<file path="config.mk">
export PLATFORM = sky130hd
export DESIGN_NAME = ledsang_pattern_classify
export DESIGN_NICKNAME = d
export VERILOG_FILES = /design/src/rtl/ledsang_pattern_checker_pkg.sv /design/src/rtl/ledsang_pattern_classify.sv
export SDC_FILE = /design/constraint.sdc
export NUM_CORES = 1
export LEC_CHECK = 0
export CAP_MARGIN = 20
export CORE_AREA = 2 2 39 41
export DETAILED_ROUTE_END_ITERATION = 12
export DIE_AREA = 0 0 41 43
export PLACE_DENSITY = 0.43
export SYNTH_ARGS = -nofsm -noshare
export SYNTH_HDL_FRONTEND = slang
export SYNTH_SLANG_ARGS = --single-unit
</file>
<file path="constraint.sdc">
create_clock -name vclk -period 2.45
set_input_delay 0.49 -clock vclk [all_inputs]
set_output_delay 0.49 -clock vclk [all_outputs]
set_load 0.02 [all_outputs]
</file>
<file path="src/rtl/ledsang_pattern_checker_pkg.sv">
// -----------------------------------------------------------------------------
// ledsang_pkg
// Shared types and helpers for the LED fill/drain chaser checker.
//   LED_W         default LED bus width
//   state_t       tracking state of the checker (HUNT / SYNC / LOCKED)
//   exp_idx()     successor of a cycle index, modulo 2*width
//   idx_to_level()number of lit LEDs for a cycle index
// -----------------------------------------------------------------------------
package ledsang_pkg;

    localparam int unsigned LED_W = 8;

    typedef enum logic [1:0] {
        HUNT   = 2'd0,
        SYNC   = 2'd1,
        LOCKED = 2'd2
    } state_t;

    // Index the generator must show next; the cycle has 2*width steps.
    function automatic int unsigned exp_idx(input int unsigned idx, input int unsigned width);
        return (idx + 32'd1) % (32'd2 * width);
    endfunction

    // Fill half counts up to width, drain half counts back down.
    function automatic int unsigned idx_to_level(input int unsigned idx, input int unsigned width);
        return (idx <= width) ? idx : ((32'd2 * width) - idx);
    endfunction

endpackage

</file>
<file path="src/rtl/ledsang_pattern_classify.sv">
// -----------------------------------------------------------------------------
// ledsang_pattern_classify
// Combinational decoder of one LED bus sample into its position in the
// fill/drain cycle.
//   i_led    in  WIDTH  LED bus sample
//   o_legal  out 1      sample is a member of the chaser sequence
//   o_idx    out IW     cycle index (0 when illegal)
// Fill patterns (k ones from LSB, k=0..WIDTH) map to idx=k; drain patterns
// (k ones from MSB, k=1..WIDTH-1) map to idx=2*WIDTH-k.
// -----------------------------------------------------------------------------
module ledsang_pattern_classify
    import ledsang_pkg::*;
#(
    parameter int unsigned WIDTH = LED_W,
    parameter int unsigned IW    = $clog2(2 * WIDTH)
) (
    input  logic [WIDTH-1:0] i_led,
    output logic             o_legal,
    output logic [IW-1:0]    o_idx
);
    localparam logic [WIDTH-1:0] ONES = '1;

    logic [WIDTH:0]   w_fill_hit;
    logic [WIDTH-1:0] w_drain_hit;

    // Match every legal pattern; hits are mutually exclusive so indices can be OR-merged.
    always_comb begin
        w_fill_hit  = '0;
        w_drain_hit = '0;
        o_idx       = '0;
        for (int k = 0; k <= WIDTH; k++) begin
            w_fill_hit[k] = (i_led == ~(ONES << k));
            o_idx         = o_idx | (w_fill_hit[k] ? IW'(k) : {IW{1'b0}});
        end
        // k=WIDTH would be all-ones, already claimed by the fill side as idx=WIDTH.
        for (int k = 1; k < WIDTH; k++) begin
            w_drain_hit[k] = (i_led == (ONES << (WIDTH - k)));
            o_idx          = o_idx | (w_drain_hit[k] ? IW'((2 * WIDTH) - k) : {IW{1'b0}});
        end
        o_legal = (|w_fill_hit) | (|w_drain_hit);
    end
endmodule

</file>
==> results of run 1 <==
-- metrics by stage --
step	TNS [ps]	hold WS [ps]	total power [uW]	utilization [%]	setup WS, ps
2_1_floorplan	0	1150	25.3	-	320
3_3_place_gp	-2230	2230	65.0	30.9	-509
3_5_place_dp	-2130	2220	63.7	30.9	-494
4_1_cts	0	1740	59.7	31.1	1.15
5_1_grt	0	1720	64.0	30.1	51.1
6_report	0	1650	58.1	30.1	141
-- layer usage --
| layer | routed length (um) | part of all wire (%) |
|---|---|---|
| met4 | 0 | 0 |
| met5 | 0 | 0 |
| met1 | 345 | 48 |
| met2 | 335 | 46 |
| met3 | 45 | 6.2 |
-- cell usage after synthesis --
master / number
nand4b_1: 2
or4_1: 1
nor2_1: 4
o32a_1: 1
nor4_1: 1
o21ai_1: 1
a21oi_1: 1
buf_4: 1
and3_1: 1
and3b_1: 1
nor4_4: 1
xnor2_1: 1
nor3_1: 1
nand3_1: 4
buf_6: 1
xor2_1: 1
nand2_1: 7
o21ai_0: 5
nor2_2: 1
-- final cells by class --
cell class | count | area, um^2
fill | 168 | 967
multi-input combinational | 34 | 211
timing repair buffer | 24 | 185
tap | 16 | 20.0
-- what timing repair did --
item                                   in CTS  in global routing
setup buffers                               1                  0
setup endpoints to repair                   5                  3
resized for setup                          20                  5
pin swaps                                   2                  0
endpoints found under the hold margin       0                  0
-- cells by family (layout without fill, tap and decap cells) --
| group | Yosys count | after routing |
|---|---|---|
| compound gates | 8 | 8 |
| xor+xnor | 2 | 2 |
| buf+inv | 2 | 24 |
| simple gates | 24 | 24 |
-- tightest hold or removal path: stages --
cell           delay [ps]
dlygate4sd2_1         210
buf_4                 140
o21ai_0                90
nand3_1                70
buf_2                 160
-- worst paths after layout --
check	start	endpoint	slack [ps]	cells past startpoint
max	i_led[4]	o_legal	140	7
min	i_led[5]	o_idx[1]	1650	5
-- where the power goes --
group / total (uW) / switching (uW) / internal, uW
clock: 0 / 0 / 0
combinational: 58.1 / 29.0 / 29.1
sequential: 0 / 0 / 0
==> flow_metrics.tcl, run 1 <==
set metrics [dict create \
    worstPathRequired_ps 1960 \
    routedWlPerCell_um 9.81 \
    crit_fanout 3 \
    ys_seq_area_share_pct 0 \
    power_density_mw_per_mm2 139 \
    max_slew_margin_pct 84.3 \
    nFlopsAndLatches 0 \
    placed_area_um2 428 \
    stdcell_area_um2 417 \
    fmax_mhz 433 \
    synth_warnings 0 \
    dp_cells 73 \
    grtUsageMet1_pct 15.5 \
    rows 14 \
    synth_top_area_share_pct 11.9 \
    synth_cells 36 \
    nNetsFinal 68 \
    p_leak_uw 0.000191 \
    synth_fp_nets 44 \
    drc 0 \
    synthAdderAreaFrac_pct 0 \
    cts_hold_buffers 0 \
    hold_viol 0 \
    use_met3_pct 0.524 \
    synth_mux_area_share_pct 0 \
    syn_avg_cell_area_um2 6.15 \
    top_usage_layer "met1" \
    num_io_pins 13 \
    stdcell_count 74 \
    drive_above_1_share_pct 31.0 \
    crit_path_frequent_cell "buf_4" \
    dieArea_mm2 0.00176 \
    gpl.final_weighted_congestion 0.724 \
    diodes 0 \
    grt_usage_pct 9.79 \
    crit_arrival_ps 1820 \
    die_height_um 43 \
    grt_overflow 0 \
    vdd.ir_drop.worst_mv 0.0558 \
    met2_usage_pct 14.1 \
    slowest_delay_ps 550 \
    dpl.hpwl_um 610 \
    endpoint_kind "output port" \
    antenna_left 0 \
    hp-class "in2out" \
    netlist_area_um2 221 \
    crit_family "simple AND/OR/NAND/NOR gates" \
    grt_pass1_wl_um 1300 \
    core_mm2 0.00138 \
    tightest_slew_ps 234 \
    yosysUniqueCellTypes 19 \
    synth-simple-area-share_pct 63.3 \
    clkbuf_count 0 \
    synth_compound_area_share_pct 20.3 \
    setup.worst_path.class "in2out" \
    drt_iter0_drc 9 \
    vias_per_cell 4.65 \
    slowest_stage "or4_4" \
    area_delta_synth_final_pct 88.1 \
    seqCellArea_um2 0 \
    first_global_vias 331 \
    grt_antenna_before_repair 0 \
    rsz0062_at_grt "no" \
    final_common_cell "buf_4" \
    io_buffer_count 13 \
    status "finished, final reports clean" \
    vias 344 \
    final_cell_mix "buf_4 (12), dlygate4sd2_1 (8), nand2_1 (7)" \
    wirelength_um 726 \
    synth_xor_xnor_area_share_pct 7.91 \
    min_period_ps 2310 \
    crit_buf_inv 3 \
    cp_cell_sequence "dlygate4sd2_1 -> or4_4 -> nor2_4 -> buf_4 -> nand2_1 -> nand4b_1 -> buf_4" \
    synth_top_family_by_area "simple AND/OR/NAND/NOR gates" \
    start_util_pct 16.0 \
    post-route-period-util_pct 94.2 \
    firstDrtPassIters 4 \
    drv_slew 0 \
    yosys-top-cells-area "nand2_1 (12%), o21ai_0 (11%), nor4_4 (9.6%)" \
    worst_setup_path_start_kind "input port" \
    cap_violations 0 \
    setup_viol 0 \
    grt_max_degree 8 \
    yosys.area.top_type "nand2_1" \
    dieWidth_um 41 \
]
No activity file was read; power rests on OpenSTA's default activity.
==> run 2, diff against run 1 <==
--- a/config.mk
+++ b/config.mk
@@ -10,6 +10,7 @@
 export DETAILED_ROUTE_END_ITERATION = 12
 export DIE_AREA = 0 0 41 43
 export PLACE_DENSITY = 0.43
+export SKIP_LAST_GASP = 1
 export SYNTH_ARGS = -nofsm -noshare
 export SYNTH_HDL_FRONTEND = slang
 export SYNTH_SLANG_ARGS = --single-unit
==> results of run 2 <==
The final DEF is identical to that of run 1; final timing and power are the same.
==> run 3, diff against run 2 <==
--- a/config.mk
+++ b/config.mk
@@ -9,7 +9,7 @@
 export CORE_AREA = 2 2 39 41
 export DETAILED_ROUTE_END_ITERATION = 12
 export DIE_AREA = 0 0 41 43
-export PLACE_DENSITY = 0.43
+export PLACE_DENSITY = 0.4
 export SKIP_LAST_GASP = 1
 export SYNTH_ARGS = -nofsm -noshare
 export SYNTH_HDL_FRONTEND = slang
==> run 3 against run 2 <==
Compared with the run above: sequential cell count stayed put; first-iteration DRC count is 67% lower; core utilization is 2.7 points higher; final cell count is 2.7% higher; total power is 11% higher; highest routed layer is now met4; worst setup slack worse by 58 ps.
==> flow_metrics.tcl, run 3 (synthesized netlist as in run 1, its figures left out) <==
set metrics [dict create \
    status "finished, final reports clean" \
    vias_per_cell 4.67 \
    setup_viol 0 \
    first_global_vias 338 \
    final_cell_mix "buf_4 (14), nand2_1 (7)" \
    drv_slew 0 \
    grt_overflow 0 \
    cap_violations 0 \
    cp_cell_sequence "clkdlybuf4s50_1 -> or4_4 -> nor2_4 -> a21oi_1 -> o21ai_1 -> buf_4" \
    setup_ws_ps 83.5 \
    num_io_pins 13 \
    slowest_delay_ps 500 \
    endpoint_kind "output port" \
    drc 0 \
    diodes 0 \
    grt_usage_pct 10.6 \
    crit_buf_inv 2 \
    power_density_mw_per_mm2 142 \
    dp_slack_ps -534 \
    gpl.final_weighted_congestion 0.801 \
    stdcell_area_um2 454 \
    clkbuf_count 0 \
    antenna_left 0 \
    hp-class "in2out" \
    placed_area_um2 435 \
    drt_iter0_drc 3 \
    setup.worst_path.class "in2out" \
    routedWlPerCell_um 10.1 \
    rsz0062_at_grt "yes" \
    dpl.hpwl_um 654 \
    drive_above_1_share_pct 33.3 \
    fmax_mhz 423 \
    p_leak_uw 0.000216 \
    seqCellArea_um2 0 \
    stdcell_count 76 \
    io_buffer_count 13 \
    grt_pass1_wl_um 1390 \
    slowest_stage "or4_4" \
    dieArea_mm2 0.00176 \
    dp_cells 74 \
    tightest_slew_ps 271 \
    firstDrtPassIters 4 \
    rows 14 \
    grt_antenna_before_repair 0 \
    start_util_pct 16.0 \
    crit_family "simple AND/OR/NAND/NOR gates" \
    wirelength_um 765 \
    hold_viol 0 \
    final_common_cell "buf_4" \
    die_height_um 43 \
    vdd.ir_drop.worst_mv 0.0434 \
    min_period_ps 2370 \
    nFlopsAndLatches 0 \
    grt_max_degree 8 \
    core_mm2 0.00138 \
    area_delta_synth_final_pct 105 \
    crit_fanout 3 \
    final_util_pct 32.8 \
    max_slew_margin_pct 81.8 \
    worstPathRequired_ps 1960 \
    vias 355 \
    worst_setup_path_start_kind "input port" \
    post-route-period-util_pct 96.6 \
    crit_arrival_ps 1880 \
    dieWidth_um 41 \
    nNetsFinal 70 \
]
## run 3: cell count changes in the layout (fill, tap and decap cells not counted), moves of 2 or more
cell / delta
dlymetal6s2s_1: +2
buf_4: +2
clkbuf_2: -2
buf_6: +2
dlygate4sd2_1: -4
## run 3: path summary, 6_finish.rpt
check                 from  endpoint  slack, ps  cells past startpoint
hold / removal    i_led[7]   o_legal       1570                      6
setup / recovery  i_led[5]  o_idx[0]         80                      6
## run 3: area by class of cell
| type | count | area (um^2) |
|---|---|---|
| fillers | 158 | 930 |
| multi-input cells | 34 | 211 |
| repair buffers | 26 | 223 |
| well taps | 16 | 20.0 |
## run 3: per-layer routing
metal  global-route usage [%]  share of wire, %  vias to the layer above  routed length, um
met5                        0                 0                        -                  0
met4                     1.33               1.7                        0                 13
met3                    0.524               6.0                        2                 46
met2                     18.4                51                       10                391
met1                     13.9                41                      159                314
li1                         -                 -                      184                  -
## run 3: timing repair
action,in CTS,in global routing
pin swaps,4,2
setup endpoints to repair,5,5
hold buffers,0,0
buffers inserted,2,0
gates resized for setup,23,9
## run 3: where the power goes
group / switching (uW) / leakage, uW / internal, uW
clock network: 0 / 0 / 0
registers: 0 / 0 / 0
logic: 30.3 / 0.000216 / 34.0
total: 30.3 / 0.000216 / 34.0
## run 3: tightest hold or removal path, delay by kind of cell
kind                   cells  cell delay (ps)
buffers and inverters      2              250
AND/OR/NAND/NOR            4              330
## run 3: through the flow
stage	hold slack, ps	TNS (ps)	total power [uW]
final	1570	0	64.3
after global routing	1640	-15.0	70.1
after CTS	1710	-180	62.8
after detailed placement	2190	-2270	65.4
after global placement	2200	-2350	66.9
after floorplan	1150	0	25.3
